$ cat src/rtl/uart_pkg.sv
// Shared types and elaboration-time helpers for the UART receive path.
package uart_pkg;

   typedef enum logic [2:0] {
      IDLE,
      START,
      DATA,
      STOP,
      WAIT_HI
   } rx_state_e;

   function automatic int calcDiv(input int clkHz, input int baud);
      return clkHz / baud;
   endfunction

   function automatic int clog2(input int value);
      int r;
      r = 0;
      for (int i = 0; i < 31; i++) begin
         if ((1 << i) < value) r = i + 1;
      end
      return r;
   endfunction

endpackage

$ cat src/rtl/uart_byte_fifo.sv
// Synchronous show-ahead FIFO; a push into a full FIFO is accepted only when a pop frees a slot.
module uart_byte_fifo
   import uart_pkg::*;
#(
   parameter int DATA_WIDTH = 8,
   parameter int DEPTH      = 16
) (
   input  logic                    clk,
   input  logic                    reset,
   input  logic                    push_i,
   input  logic [DATA_WIDTH-1:0]   pushData_i,
   input  logic                    pop_i,
   output logic [DATA_WIDTH-1:0]   rdData_o,
   output logic                    empty_o,
   output logic                    full_o,
   output logic [clog2(DEPTH):0]   count_o
);

   localparam int AW = clog2(DEPTH);
   localparam logic [AW:0] DEPTH_C = (AW + 1)'(DEPTH);

   logic [DATA_WIDTH-1:0] mem_q [DEPTH];
   logic [AW-1:0]         wrPtr_q;
   logic [AW-1:0]         rdPtr_q;
   logic [AW:0]           count_q;
   logic                  doPush;
   logic                  doPop;

   assign full_o   = (count_q == DEPTH_C);
   assign empty_o  = (count_q == '0);
   assign doPop    = pop_i && !empty_o;
   assign doPush   = push_i && (!full_o || doPop);
   assign count_o  = count_q;
   assign rdData_o = empty_o ? '0 : mem_q[rdPtr_q];

   always_ff @(posedge clk) begin
      if (reset) begin
         wrPtr_q <= '0;
         rdPtr_q <= '0;
         count_q <= '0;
      end else begin
         if (doPush) wrPtr_q <= wrPtr_q + 1'b1;
         if (doPop)  rdPtr_q <= rdPtr_q + 1'b1;
         case ({doPush, doPop})
            2'b10:   count_q <= count_q + 1'b1;
            2'b01:   count_q <= count_q - 1'b1;
            default: count_q <= count_q;
         endcase
      end
   end

   // Storage needs no reset: the pointers and count decide what is visible.
   always_ff @(posedge clk) begin
      if (doPush) mem_q[wrPtr_q] <= pushData_i;
   end

endmodule

$ cat src/rtl/uart_rx_fifo.sv
// UART receiver: synchroniser, oversampling frame FSM, byte FIFO, last-byte register and activity timer.
module uart_rx_fifo
   import uart_pkg::*;
#(
   parameter int          CLK_HZ      = 100_000_000,
   parameter int          BAUD        = 9600,
   parameter int          DATA_BITS   = 8,
   parameter int          FIFO_DEPTH  = 16,
   parameter logic [31:0] HOLD_CYCLES = 32'h007F_FFFF
) (
   input  logic                         clk,
   input  logic                         reset,
   input  logic                         rxd,
   input  logic                         rd_en,
   output logic [DATA_BITS-1:0]         rd_data,
   output logic                         empty,
   output logic                         full,
   output logic [clog2(FIFO_DEPTH):0]   count,
   output logic [DATA_BITS-1:0]         word,
   output logic                         active,
   output logic                         frame_err,
   output logic                         overrun
);

   localparam int          DIV      = calcDiv(CLK_HZ, BAUD);
   localparam logic [31:0] DIV_FULL = 32'(DIV - 1);
   localparam logic [31:0] DIV_HALF = 32'(DIV / 2 - 1);
   localparam logic [3:0]  LAST_BIT = 4'(DATA_BITS - 1);

   logic                 rxMeta_q;
   logic                 rxs_q;
   rx_state_e            state_q, state_d;
   logic [31:0]          cntDiv_q, cntDiv_d;
   logic [3:0]           cntBit_q, cntBit_d;
   logic [DATA_BITS-1:0] shreg_q, shreg_d;
   logic [DATA_BITS-1:0] word_q;
   logic [31:0]          actCnt_q;
   logic                 frameErr_q, frameErr_d;
   logic                 overrun_q, overrun_d;
   logic                 push;

   always_ff @(posedge clk) begin
      if (reset) begin
         rxMeta_q <= 1'b1;
         rxs_q    <= 1'b1;
      end else begin
         rxMeta_q <= rxd;
         rxs_q    <= rxMeta_q;
      end
   end

   always_comb begin
      state_d    = state_q;
      cntDiv_d   = cntDiv_q;
      cntBit_d   = cntBit_q;
      shreg_d    = shreg_q;
      push       = 1'b0;
      frameErr_d = 1'b0;
      case (state_q)
         IDLE: begin
            if (!rxs_q) begin
               state_d  = START;
               cntDiv_d = DIV_HALF;
            end
         end
         START: begin
            if (cntDiv_q != '0) begin
               cntDiv_d = cntDiv_q - 1'b1;
            end else if (rxs_q) begin
               state_d = IDLE;
            end else begin
               state_d  = DATA;
               cntDiv_d = DIV_FULL;
               cntBit_d = '0;
            end
         end
         DATA: begin
            if (cntDiv_q != '0) begin
               cntDiv_d = cntDiv_q - 1'b1;
            end else begin
               shreg_d  = {rxs_q, shreg_q[DATA_BITS-1:1]};
               cntDiv_d = DIV_FULL;
               cntBit_d = cntBit_q + 1'b1;
               if (cntBit_q == LAST_BIT) state_d = STOP;
            end
         end
         STOP: begin
            if (cntDiv_q != '0) begin
               cntDiv_d = cntDiv_q - 1'b1;
            end else if (rxs_q) begin
               push    = 1'b1;
               state_d = IDLE;
            end else begin
               frameErr_d = 1'b1;
               state_d    = WAIT_HI;
            end
         end
         // A line held low after a bad stop bit must go high before a new start is trusted.
         WAIT_HI: begin
            if (rxs_q) state_d = IDLE;
         end
         default: state_d = IDLE;
      endcase
   end

   assign overrun_d = push && full && !rd_en;

   always_ff @(posedge clk) begin
      if (reset) begin
         state_q    <= IDLE;
         cntDiv_q   <= '0;
         cntBit_q   <= '0;
         shreg_q    <= '0;
         word_q     <= '0;
         actCnt_q   <= '0;
         frameErr_q <= 1'b0;
         overrun_q  <= 1'b0;
      end else begin
         state_q    <= state_d;
         cntDiv_q   <= cntDiv_d;
         cntBit_q   <= cntBit_d;
         shreg_q    <= shreg_d;
         frameErr_q <= frameErr_d;
         overrun_q  <= overrun_d;
         if (push) begin
            word_q   <= shreg_q;
            actCnt_q <= HOLD_CYCLES;
         end else if (actCnt_q != '0) begin
            actCnt_q <= actCnt_q - 1'b1;
         end
      end
   end

   uart_byte_fifo #(
      .DATA_WIDTH (DATA_BITS),
      .DEPTH      (FIFO_DEPTH)
   ) u_fifo (
      .clk        (clk),
      .reset      (reset),
      .push_i     (push),
      .pushData_i (shreg_q),
      .pop_i      (rd_en),
      .rdData_o   (rd_data),
      .empty_o    (empty),
      .full_o     (full),
      .count_o    (count)
   );

   assign word      = word_q;
   assign active    = |actCnt_q;
   assign frame_err = frameErr_q;
   assign overrun   = overrun_q;

endmodule

$ cat config.mk
export PLATFORM = sky130hd
export DESIGN_NAME = uart_rx_fifo
export DESIGN_NICKNAME = d
export VERILOG_FILES = /design/src/rtl/uart_pkg.sv /design/src/rtl/uart_byte_fifo.sv /design/src/rtl/uart_rx_fifo.sv
export SDC_FILE = /design/constraint.sdc
export NUM_CORES = 1
export LEC_CHECK = 0
export ABC_CLOCK_PERIOD_IN_PS = 8900
export CAP_MARGIN = 5
export CORE_ASPECT_RATIO = 0.6
export CORE_MARGIN = 2
export CORE_UTILIZATION = 55
export DETAILED_ROUTE_END_ITERATION = 16
export PLACE_DENSITY = 0.75
export SYNTH_ARGS = -nofsm -noshare
export SYNTH_HDL_FRONTEND = slang
export SYNTH_HIERARCHICAL = 1
export SYNTH_SLANG_ARGS = --single-unit
$ cat constraint.sdc
create_clock -name clk -period 8.9 [get_ports clk]
set_clock_uncertainty 0.1 [all_clocks]
set_input_delay 1.335 -clock clk [delete_from_list [all_inputs] [get_ports clk]]
set_output_delay 1.335 -clock clk [all_outputs]
set_load 0.05 [all_outputs]
# == After elaboration in Yosys (flattened, before gate mapping) ==
# Memory sizes are Yosys's and may differ from the RTL's. A register that Yosys moved wholly into a read port is not among the register bits.
# Index checks and enable logic that the tools add are counted.
# totals
register_bits,104
ramBits,128
word_cells,95
mem_count,1
# mem_list
memory,words,word_bits,read_ports,rd_clocked_by_memory_dff,wr,line,source
u_fifo.mem_q,16,8,1,1,1,uart_byte_fifo.sv:22,logic [DATA_WIDTH-1:0] mem_q [DEPTH];
# classes
addsub,7
n_eq_ne,17
mux,31
n_bitwise,2
n_reduce_logical,23
# op_table
cell,n
32-bit 2-to-1 mux,5
32-bit one-hot mux with 4 select lines,1
32-bit nonzero test,2
32-bit by 1-bit subtractor with 32-bit output (second input constant),2
23-bit 2-to-1 mux,2
32-bit OR reduction,1
3-bit 2-to-1 mux,7
4-bit 2-to-1 mux,5
2-bit inequality test (second input constant),8
3-bit one-hot mux with 5 select lines,1
4-bit by 1-bit adder with 4-bit output (second input constant),3
5-bit one-hot mux with 2 select lines,1
8-bit 2-to-1 mux,1
4-bit one-hot mux with 2 select lines,1
4-bit AND reduction,2
3-bit by 2-bit equality test with 1-bit output (second input constant),2
1-bit 2-to-1 mux,6
6-bit AND reduction,1
2-bit nonzero test,3
5-bit by 1-bit adder with 5-bit output (second input constant),1
5-bit equality test (second input constant),1
5-bit logical NOT,1
5-bit by 1-bit subtractor with 5-bit output (second input constant),1
4-bit by 3-bit equality test with 1-bit output (second input constant),1
other kinds (15),21

# == Depth between registers and ports, before layout ==
# logic_depth
ltp_word,7
depth_mapped,16
mapped_depth_nobuf,14

# == Hierarchy ==
# Netlist, hierarchy kept.
# by_module_without_submodules
module,instances,cells_per_inst,area_each_um2,seq_area_each_um2
uart_byte_fifo,1,333,5968.2,4184.0
uart_rx_fifo,1,542,4459.3,1821.7

# == Worst setup path after synthesis ==
# Ideal clock, no wire load.
# synth_path
path_kind,register to output
startpoint,"register u_fifo.count_q[0], in the netlist u_fifo/count_o[0]"
endpoint,output port rd_data[0]
arrival_time_ns,2.673
t_required_ns,7.465
setup_slack_ns,4.792
path_stages_with_launch,5
n_path_buf,1
path_cell_list,dfxtp_1 > or4_4 > buf_6 > nor2_1 > a211oi_1
# synth_between
elab_chain_len,2
# synth_lines
item,line,source
start: declaration,uart_byte_fifo.sv:25,logic [AW:0] count_q;
start signal: assignment,uart_byte_fifo.sv:45,2'b10: count_q <= count_q + 1'b1;
start signal: assignment,uart_byte_fifo.sv:46,2'b01: count_q <= count_q - 1'b1;
start signal: assignment,uart_byte_fifo.sv:47,default: count_q <= count_q;
5-bit logical NOT,uart_byte_fifo.sv:30,assign empty_o = (count_q == '0);
net empty,uart_rx_fifo.sv:16,"output logic empty,"
8-bit 2-to-1 mux,uart_byte_fifo.sv:34,assign rdData_o = empty_o ? '0 : mem_q[rdPtr_q];
end: declaration,uart_rx_fifo.sv:15,"output logic [DATA_BITS-1:0] rd_data,"
# The timed path passes the listed nets, and every way through them passes these cells.

==> impl_metrics.ini <==
[timing]
setup_viol = 0
fmax_mhz = 201
fin_crit_sh_pct = 56.0
whs_ns = 0.311
rsz0062_at_grt = no
worst_slew_pin_slew_ns = 1.00
hold_viol_final = 0
relSlewSlack_pct = 33.2
slew_viol_final = 0
period_minus_slack_ns = 4.99
fin_tns_setup_ns = 0

[detailed_routing]
routed_wl_um = 22200
drc = 0
drt_iter0_drc = 713
via_count = 6952
first_pass_iters = 5
wl_per_cell_um = 19.2
ant_nets = 0
vias_per_cell = 6.04

[synthesis]
syn-num-nets = 892
ys_seq_area_share_pct = 57.6
synth_area_sq_um = 10400
async_flop_share_pct = 0
synth_commonest_cells = edfxtp_1 (128), dfxtp_1 (108), nor2_1 (91)
ys_ff_latch = 236
netlist_top_cells_area = edfxtp_1 (37%), dfxtp_1 (21%), mux4_2 (6.9%), nor2_1 (3.3%), a21oi_1 (2.8%)
yosysMostFrequentCell = edfxtp_1
ys.flop_type = edfxtp_1
ys_warn_count = 6
yosysTopAreaCell = edfxtp_1
avgSynthCellArea_sq_um = 11.9
syn_inst = 875
synth_top_cell_area_share_pct = 36.9
synth_edf_count = 128
synthDistinctLibCells = 70

[cts]
cts_root_buffer = clkbuf_16
htreeDepth = 1
insertion_delay_ns = 0.52
numClockSinks = 236
post_cts_hold_buffer_count = 0
cts_buffers = 22
postCtsSetupBuffers = 0
cts_repair_resize_count = 0
cts_tree = built
cts_buffer_depth = 3
clkTransAtPathRegs_ns = 0.06

[run]
maxCapViolCount = 0

[placement]
io_buffers = 29
place_inst = 1111
hpwl_um = 14600
dpl_cell_area_sq_um = 10900
gp_congestion = 0.892

[finish]
area.growth.synth_to_final_pct = 10.8
drive_above_1_share_pct = 11.2
insertedDiodeCount = 0
fin_util_pct = 63.1
finalInstanceArea_sq_um = 11600
n_fill_cell = 1371
design.final.nets = 912
fin_cells = 1151

[die]
fp.dieArea_sq_um = 20100
start_util_pct = 57.0
die_w_um = 182
rows = 38
io_pins = 30
die_height_um = 111
core_area_sq_um = 18300

[power]
power_density_nw_per_um2 = 308
ir_drop_mv = 0.202
p_leak_uw = 0.00387

[grt]
grt_max_degree = 85
grt_pass1_wl_um = 35800
use_met2_pct = 30.1
antenna_found_initial = 0
use_met1_pct = 37.1
grt-ovfl-total = 0
busiest_layer = met1
grt_pass1_vias = 6502
grtUsageMet3_pct = 4.07
grt_use_total_pct = 22.3

[setup_path]
r2r-start = cntDiv_q[14]
start_kind = flip-flop
rrSetupSlack_ns = 4.12
cp.arrival_ns = 3.55
rr_worst_depth = 12
worstPathMaxFanout = 32
end_kind = output port
required_ns = 7.47
crit_path_end = rd_data[1]
r2r-end = u_fifo/count_o[4]
crit_type = flip-flop to output port

[status]
outcome = completed

[worst_hold_path]
hp-class = flip-flop to flip-flop
==> power breakdown <==
group          total, uW  switching, uW  internal (uW)
sequential          1340            110           1230
combinational       1330            836            497
clock                887            396            491
==> through the flow <==
| stage | setup slack, ns | power (uW) |
|---|---|---|
| final | 3.91 | 3560 |
| after global routing | 3.72 | 3760 |
| after CTS | 3.89 | 3550 |
| after detailed placement | 4.21 | 2660 |
| after global placement | 4.42 | 2650 |
| after floorplan | 4.79 | 2370 |
==> worst min-delay path by stage <==
stage | from | endpoint | slack, ns | cells after the start
finish | rxMeta_q | rxs_q | 0.31 | 1
global route | rxMeta_q | rxs_q | 0.34 | 1
CTS | rxMeta_q | rxs_q | 0.31 | 1
detailed placement | rxMeta_q | rxs_q | 0.30 | 1
global placement | rxMeta_q | rxs_q | 0.29 | 1
floorplan | rxMeta_q | rxs_q | 0.29 | 1
==> state kept, by name, summed over array words and instances (netlist names), 3 cells and up, named ones only <==
| register | flops |
|---|---|
| actCnt_q | 32 |
| cntBit_q | 4 |
| cntDiv_q | 32 |
| shreg_q | 8 |
| state_q | 3 |
| u_fifo/count_o | 5 |
| u_fifo/mem_q | 128 |
| u_fifo/rdPtr_q | 4 |
| u_fifo/wrPtr_q | 4 |
| word | 8 |
==> cell type report <==
cell class | instances | area (sq um) | area share [%]
flip-flops and latches | 236 | 6010 | 52.0
clock inverters | 8 | 77.6 | 0.671
repair buffers | 39 | 360 | 3.12
well taps | 240 | 300 | 2.60
inverters | 22 | 82.6 | 0.714
multi-input cells | 574 | 4140 | 35.8
clock buffers | 32 | 588 | 5.09
==> metal layers <==
layer  wire [um]  vias up
li1            -     3310
met1       11600     3395
met4         380        0
met5           0        -
met3        1490       33
met2        8710      214
==> cell usage in the layout, fill, tap and decap left out, types with 9 or more instances in the layout <==
master and count:
nand2_1 49, nor4_1 30, or4_1 10, nand3_1 19, mux4_2 32, a211oi_1 20
or3_1 11, clkbuf_16 22, nor2_1 91, xnor2_1 28, xor2_1 18, inv_1 20
nor2b_1 14, nor3_1 27, clkdlybuf4s50_1 28, edfxtp_1 128, clkbuf_1 10, dfxtp_1 106
mux2i_1 21, o21ai_0 16, ha_1 12, nand2b_1 9, nand4_1 9, a21oi_1 58
buf_4 10
==> cell families (layout without fill, tap and decap cells) <==
kind of cell	Yosys count	count (layout)	share of synthesized area (%)
and+or+nand+nor	319	319	16.2
DFF	236	236	57.6
muxes	56	56	9.25
adders and majority gates	13	13	1.63
buffers and inverters	65	101	2.69
xor gates and xnor gates	46	46	3.86
AOI/OAI and AO/OA	140	140	8.77
==> worst max-delay path: stages (launching register included) <==
cell	delay (ns)
dfxtp_2	0.98
mux4_2	0.59
nor2b_1	0.15
a211oi_1	0.46
a211oi_1	0.12
clkdlybuf4s50_1	0.74
Note: power is estimated with default switching activity, not from simulation.
